**src/rtl/bram_arb_if.sv**
```systemverilog
// Multi-channel BRAM port arbiter: NUM_CH read requesters plus one write requester, one access in flight.
// Optional build macro BRAM_ARB_FIXED_PRIO_EN selects fixed-priority read arbitration instead of round-robin.
module bram_arb_if #(
  parameter int NUM_CH = 2,
  parameter int DATA_W = 32,
  parameter int ADDR_W = 32,
  parameter int RD_LAT = 1
) (
  input  logic                     nn_clk,
  input  logic                     nn_rst_n,
  input  logic [NUM_CH-1:0]        ch_start_read,
  input  logic [NUM_CH*ADDR_W-1:0] ch_addr,
  output logic [NUM_CH*DATA_W-1:0] ch_rdata,
  output logic [NUM_CH-1:0]        ch_complete,
  input  logic                     wr_start,
  input  logic [ADDR_W-1:0]        wr_addr,
  input  logic [DATA_W-1:0]        wr_data,
  output logic                     wr_complete,
  output logic                     busy,
  output logic                     clk_BRAM,
  output logic                     rst_BRAM,
  output logic                     en_BRAM,
  output logic [DATA_W/8-1:0]      we_BRAM,
  output logic [ADDR_W-1:0]        addr_BRAM,
  output logic [DATA_W-1:0]        dout_BRAM,
  input  logic [DATA_W-1:0]        din_BRAM
);
  localparam int PTR_W = (NUM_CH > 1) ? $clog2(NUM_CH) : 1;
  localparam int BE_W  = DATA_W / 8;

  typedef enum logic [1:0] {S_IDLE = 2'd0, S_RD_WAIT = 2'd1, S_WR_DONE = 2'd2} state_t;

  state_t                          r_state, w_state_nxt;
  logic [2:0]                      r_cnt, w_cnt_nxt;
  logic [NUM_CH-1:0]               r_pend, w_pend_nxt, w_acc, w_clr;
  logic                            r_pend_wr, w_pend_wr_nxt, w_acc_wr;
  logic [NUM_CH-1:0][ADDR_W-1:0]   r_ch_addr, w_ch_addr_nxt, w_ch_addr_in;
  logic [ADDR_W-1:0]               r_wr_addr, w_wr_addr_nxt;
  logic [DATA_W-1:0]               r_wr_data, w_wr_data_nxt;
  logic [PTR_W-1:0]                r_cur, w_cur_nxt, w_sel;
  logic                            r_en, w_en_nxt;
  logic [BE_W-1:0]                 r_we, w_we_nxt;
  logic [ADDR_W-1:0]               r_addr, w_addr_nxt;
  logic [DATA_W-1:0]               r_dout, w_dout_nxt;
  logic [NUM_CH-1:0][DATA_W-1:0]   r_rdata;
  logic [NUM_CH-1:0]               r_ch_cmp;
  logic                            r_wr_cmp, r_busy;
  logic                            w_rd_done, w_wr_done, w_arb;
`ifndef BRAM_ARB_FIXED_PRIO_EN
  logic [PTR_W-1:0]                r_ptr, w_ptr_nxt;
  int                              w_idx;
`endif

  assign w_ch_addr_in  = ch_addr;
  assign w_rd_done     = (r_state == S_RD_WAIT) && (r_cnt == 3'd0);
  assign w_wr_done     = (r_state == S_WR_DONE);
  assign w_clr         = w_rd_done ? (NUM_CH'(1) << r_cur) : '0;
  // A pulse is only accepted when its channel has nothing pending; the clear lands first.
  assign w_acc         = ch_start_read & ~r_pend;
  assign w_acc_wr      = wr_start & ~r_pend_wr;
  assign w_pend_nxt    = (r_pend & ~w_clr) | w_acc;
  assign w_pend_wr_nxt = (r_pend_wr & ~w_wr_done) | w_acc_wr;
  assign w_wr_addr_nxt = w_acc_wr ? wr_addr : r_wr_addr;
  assign w_wr_data_nxt = w_acc_wr ? wr_data : r_wr_data;

  for (genvar g = 0; g < NUM_CH; g++) begin : g_addr
    assign w_ch_addr_nxt[g] = w_acc[g] ? w_ch_addr_in[g] : r_ch_addr[g];
  end

  // Read channel selection over the post-edge pending set
  always_comb begin
    w_sel = '0;
`ifdef BRAM_ARB_FIXED_PRIO_EN
    for (int i = NUM_CH - 1; i >= 0; i--) begin
      w_sel = w_pend_nxt[PTR_W'(i)] ? PTR_W'(i) : w_sel;
    end
`else
    w_idx = 0;
    for (int k = NUM_CH; k >= 1; k--) begin
      w_idx = (int'(r_ptr) + k) % NUM_CH;
      w_sel = w_pend_nxt[PTR_W'(w_idx)] ? PTR_W'(w_idx) : w_sel;
    end
`endif
  end

  // Next state and next registered BRAM-side outputs; a grant decided here is driven the following cycle
  always_comb begin
    w_state_nxt = r_state;
    w_cnt_nxt   = r_cnt;
    w_cur_nxt   = r_cur;
    w_en_nxt    = 1'b0;
    w_we_nxt    = '0;
    w_addr_nxt  = r_addr;
    w_dout_nxt  = r_dout;
    w_arb       = 1'b0;
`ifndef BRAM_ARB_FIXED_PRIO_EN
    w_ptr_nxt   = r_ptr;
`endif
    case (r_state)
      S_IDLE:    w_arb = 1'b1;
      S_RD_WAIT: begin
        if (w_rd_done) begin
          w_state_nxt = S_IDLE;
          w_arb       = 1'b1;
        end else begin
          w_cnt_nxt = r_cnt - 3'd1;
        end
      end
      S_WR_DONE: w_state_nxt = S_IDLE;
      default:   w_state_nxt = S_IDLE;
    endcase
    if (w_arb && w_pend_wr_nxt) begin
      w_en_nxt    = 1'b1;
      w_we_nxt    = '1;
      w_addr_nxt  = w_wr_addr_nxt;
      w_dout_nxt  = w_wr_data_nxt;
      w_state_nxt = S_WR_DONE;
    end else if (w_arb && (|w_pend_nxt)) begin
      w_en_nxt    = 1'b1;
      w_addr_nxt  = w_ch_addr_nxt[w_sel];
      w_cur_nxt   = w_sel;
      w_cnt_nxt   = 3'(RD_LAT);
      w_state_nxt = S_RD_WAIT;
`ifndef BRAM_ARB_FIXED_PRIO_EN
      w_ptr_nxt   = w_sel;
`endif
    end else begin
      w_en_nxt = 1'b0;
    end
  end

  // State, request bookkeeping and all registered outputs
  always_ff @(posedge nn_clk) begin
    if (!nn_rst_n) begin
      r_state   <= S_IDLE;
      r_cnt     <= 3'd0;
      r_pend    <= '0;
      r_pend_wr <= 1'b0;
      r_ch_addr <= '0;
      r_wr_addr <= '0;
      r_wr_data <= '0;
      r_cur     <= '0;
      r_en      <= 1'b0;
      r_we      <= '0;
      r_addr    <= '0;
      r_dout    <= '0;
      r_rdata   <= '0;
      r_ch_cmp  <= '0;
      r_wr_cmp  <= 1'b0;
      r_busy    <= 1'b0;
`ifndef BRAM_ARB_FIXED_PRIO_EN
      r_ptr     <= PTR_W'(NUM_CH - 1);
`endif
    end else begin
      r_state   <= w_state_nxt;
      r_cnt     <= w_cnt_nxt;
      r_pend    <= w_pend_nxt;
      r_pend_wr <= w_pend_wr_nxt;
      r_ch_addr <= w_ch_addr_nxt;
      r_wr_addr <= w_wr_addr_nxt;
      r_wr_data <= w_wr_data_nxt;
      r_cur     <= w_cur_nxt;
      r_en      <= w_en_nxt;
      r_we      <= w_we_nxt;
      r_addr    <= w_addr_nxt;
      r_dout    <= w_dout_nxt;
      if (w_rd_done) begin
        r_rdata[r_cur] <= din_BRAM;
      end
      r_ch_cmp  <= w_clr;
      r_wr_cmp  <= w_wr_done;
      // The write-done cycle still counts as busy even though the pending flag is already gone.
      r_busy    <= (|w_pend_nxt) | w_pend_wr_nxt | (w_state_nxt != S_IDLE) | w_wr_done;
`ifndef BRAM_ARB_FIXED_PRIO_EN
      r_ptr     <= w_ptr_nxt;
`endif
    end
  end

  assign ch_rdata    = r_rdata;
  assign ch_complete = r_ch_cmp;
  assign wr_complete = r_wr_cmp;
  assign busy        = r_busy;
  assign clk_BRAM    = nn_clk;
  assign rst_BRAM    = ~nn_rst_n;
  assign en_BRAM     = r_en;
  assign we_BRAM     = r_we;
  assign addr_BRAM   = r_addr;
  assign dout_BRAM   = r_dout;
endmodule

```
**config.mk**
```make
export PLATFORM = sky130hd
export DESIGN_NAME = bram_arb_if
export DESIGN_NICKNAME = d
export VERILOG_FILES = /design/src/rtl/bram_arb_if.sv
export SDC_FILE = /design/constraint.sdc
export NUM_CORES = 1
export LEC_CHECK = 0
export ABC_AREA = 1
export CAP_MARGIN = 20
export CORE_MARGIN = 3
export CORE_UTILIZATION = 52
export CTS_CLUSTER_SIZE = 30
export DETAILED_ROUTE_END_ITERATION = 10
export PLACE_DENSITY = 0.95
export SLEW_MARGIN = 0
export SYNTH_ARGS = -nofsm -noshare
export SYNTH_HDL_FRONTEND = slang
export SYNTH_SLANG_ARGS = --single-unit
```
**constraint.sdc**
```tcl
create_clock -name nn_clk -period 3.2 [get_ports nn_clk]
set_input_delay 0.48 -clock nn_clk [delete_from_list [all_inputs] [get_ports nn_clk]]
set_output_delay 0.48 -clock nn_clk [all_outputs]
set_load 0.05 [all_outputs]
```
==> results of run 1 <==
-- stage by stage --
stage,hold slack [ns],worst slack [ns],instance area (sq um)
6_report,0.438,0.184,15000
5_1_grt,0.455,0.174,15000
4_1_cts,0.423,0.178,15000
3_5_place_dp,0.454,0.448,14000
3_3_place_gp,0.446,0.448,14000
2_1_floorplan,0.447,0.953,10900
-- cell families after synthesis --
| kind of cell | after synthesis | synth area share |
|---|---|---|
| DFF | 272 | 0.499 |
| muxes | 33 | 0.0303 |
| AOI/OAI and AO/OA | 201 | 0.109 |
| and+or+nand+nor | 742 | 0.283 |
| buffers and inverters | 196 | 0.0760 |
| xor gates and xnor gates | 1 | 0.000802 |
| adders and majority gates | 2 | 0.00229 |
-- cell usage in the layout (no fill, tap or decap), types with 2 or more instances in the layout --
cell type / count
sky130_fd_sc_hd__inv_2: 4
sky130_fd_sc_hd__nand3_2: 2
sky130_fd_sc_hd__diode_2: 2
sky130_fd_sc_hd__nor2_4: 2
sky130_fd_sc_hd__nand2_4: 2
sky130_fd_sc_hd__ha_1: 2
sky130_fd_sc_hd__nor3_1: 3
sky130_fd_sc_hd__nor2_1: 124
sky130_fd_sc_hd__clkbuf_1: 7
sky130_fd_sc_hd__dfxtp_1: 272
sky130_fd_sc_hd__nand3_1: 129
sky130_fd_sc_hd__clkbuf_16: 30
sky130_fd_sc_hd__buf_12: 5
sky130_fd_sc_hd__mux2i_1: 33
sky130_fd_sc_hd__clkinv_2: 5
sky130_fd_sc_hd__nand2_1: 441
sky130_fd_sc_hd__a21oi_1: 125
sky130_fd_sc_hd__nand2_2: 3
sky130_fd_sc_hd__nand4_1: 33
sky130_fd_sc_hd__buf_4: 21
sky130_fd_sc_hd__o21ai_0: 7
sky130_fd_sc_hd__clkbuf_8: 7
sky130_fd_sc_hd__o21a_1: 31
sky130_fd_sc_hd__a211oi_1: 32
sky130_fd_sc_hd__inv_1: 79
sky130_fd_sc_hd__clkdlybuf4s50_1: 302
-- sequential cells by signal (all words and copies together), names as in the netlist, 2 cells and up --
name / cells
addr_BRAM: 32
ch_complete: 2
ch_rdata: 64
dout_BRAM: 32
r_ch_addr: 64
r_cnt: 3
r_pend: 2
r_state: 2
r_wr_addr: 32
r_wr_data: 32
-- layer usage --
layer / part of all wire / GRT usage
met3: 0.10 / 0.0817
met1: 0.37 / 0.339
met2: 0.48 / 0.499
met5: 0 / 0
met4: 0.053 / 0.149
-- cell type report --
type	count	share of cell area
Antenna cell	2	0.000334
Clock buffer	45	0.0590
Clock inverter	6	0.00368
Inverter	85	0.0216
Multi-Input combinational cell	979	0.311
Sequential cell	272	0.364
Tap cell	270	0.0226
Timing Repair Buffer	327	0.218
-- worst max-delay path by stage --
stage | endpoint
floorplan | clk_BRAM
global placement | clk_BRAM
detailed placement | clk_BRAM
CTS | clk_BRAM
global route | clk_BRAM
finish | clk_BRAM
-- power by group through the flow --
stage               combinational [mW]  clock (mW)  sequential (mW)
floorplan                         1.12      0.0674             4.54
global placement                  2.58      0.0721             3.92
detailed placement                2.64      0.0721             3.93
CTS                               2.67        3.36             3.87
global route                      2.88        3.49             3.90
finish                            2.68        3.32             3.87
-- critical path, stage by stage --
cell	delay (ns)
sky130_fd_sc_hd__clkbuf_16	0.12
sky130_fd_sc_hd__clkbuf_16	0.13
sky130_fd_sc_hd__clkdlybuf4s50_1	0.69
==> metrics.cfg, run 1 <==
[run_status]
run_status = finished clean

[synthesis]
post-synth-top-count-cell = sky130_fd_sc_hd__nand2_1
ys.warnings.count = 0
area_share_of_the_leading_cell_type_in_the_synthesized_netlist = 0.499
yosys_most_used_dff = sky130_fd_sc_hd__dfxtp_1
ys_types = 35
synth.yosys.seq_area_share = 0.499
synthTopCellsByArea = sky130_fd_sc_hd__dfxtp_1 (50%), sky130_fd_sc_hd__nand2_1 (15%), sky130_fd_sc_hd__nand3_1 (5.9%), sky130_fd_sc_hd__a21oi_1 (5.7%), sky130_fd_sc_hd__nor2_1 (4.3%)
synth_edf_count = 0
ys_seq_elements = 272
async_flop_share = 0
syn_std_cell_area_sq_mm = 0.0109
synth_area_leader_cell = sky130_fd_sc_hd__dfxtp_1
synthCells = 1447
synth.net_count = 1614
top_cells_by_instance_count_after_synthesis = sky130_fd_sc_hd__nand2_1 (443), sky130_fd_sc_hd__dfxtp_1 (272), sky130_fd_sc_hd__nand3_1 (129), sky130_fd_sc_hd__a21oi_1 (125), sky130_fd_sc_hd__nor2_1 (124)
syn-mean-instance-area_sq_um = 7.54

[power]
seqPwrFrac = 0.392
vdd_drop_max_v = 0.000663
share_comb_of_total_power = 0.272
sum_of_internal_switching_and_leakage_power_mw = 9.88
power.leakage_nw = 6.43
clockPowerShare = 0.336
switchingPower_mw = 3.30
total_internal_power_mw = 6.58
switching_share = 0.334
p_per_area_mw_per_mm2 = 659

[hold_path]
worst_hold_path.endpoint = r_wr_addr[8]
timing.hold.worst.class = in2reg
worst_hold_startpoint = wr_addr[8]
timing.hold.worst_path_depth = 3

[timing]
rsz0062_at_grt = no
setup_total_negative_slack_ns = 0
timing.final.max_slew_violations = 0
setup-violations-final = 0
timing_hold_violations_final = 0
skew_ns = 0.00861
maxSlewHeadroom = 0.550
worst_pin_slew_ns = 0.675

[die]
placeableCoreArea_sq_mm = 0.0204
start_util = 0.534
die_h_um = 151
io_pins = 304
floorplan.die.width_um = 151
std_cell_rows = 52
dieArea_sq_mm = 0.0228

[worst_setup_path]
worstPathArrival_ns = 2.54
start_point_of_the_critical_path = nn_clk
worstSetupPathType = clk2out
worst-r2r-cell-count = 12
r2r_slack_ns = 0.62
setup.worst_path.end_class = output port
worst_r2r_startpoint = r_cnt[0]
worst_setup_path_start_kind = clock port
worstPathRequired_ns = 2.72
cp_max_fo = 2
rr_endpoint = addr_BRAM[3]

[place]
place.detailed.hpwl_mm = 22.9
inst_count_dp = 1934
place.gp.congestion = 0.880
io_buffer_count = 303

[final_layout]
multiInputGateArea_sq_mm = 0.00466
area.growth.synth_to_final_pct = 37.2
layout_fillers = 1403
postLayoutCoreUtil = 0.733
seq_area_sq_mm = 0.00545
fin_nets = 1863
fraction_of_layout_instances_using_a_drive_strength_above_1 = 0.0513
final_cell_count_no_fill = 1986

[global_route]
antenna_found_initial = 1
grt_pass1_wl_mm = 54.1
grt_start_max_net_pins = 96
remaining_global_route_overflow = 0
grt_usage = 0.294
first_global_vias = 10700

[routing]
postRouteWirelength_mm = 34.5
wl_per_cell_um = 17.4
drt-initial-drc-count = 760
routed-via-count = 10900
count_of_unresolved_drc_violations_after_routing = 0
drt-vias-per-instance = 5.48
ant_nets = 0
drt_pre_antenna_iters = 5

[clock_tree]
cts_repair_resize_count = 0
worstSkewPairLatency_ns = 0.63
clock_tree_from_tritoncts = done
post_cts_hold_buffer_count = 0
postCtsSetupBuffers = 0
path_clk_slew_ns = 0.06

[job]
maxCapViolations = 0

Note: power is estimated with default switching activity, not from simulation.
==> run 2: changes to the inputs <==
--- a/config.mk
+++ b/config.mk
@@ -6,7 +6,6 @@
 export NUM_CORES = 1
 export LEC_CHECK = 0
 export ABC_AREA = 1
-export CAP_MARGIN = 20
 export CORE_MARGIN = 3
 export CORE_UTILIZATION = 52
 export CTS_CLUSTER_SIZE = 30
==> results of run 2 <==
The final DEF is identical to that of run 1; final timing and power are the same.
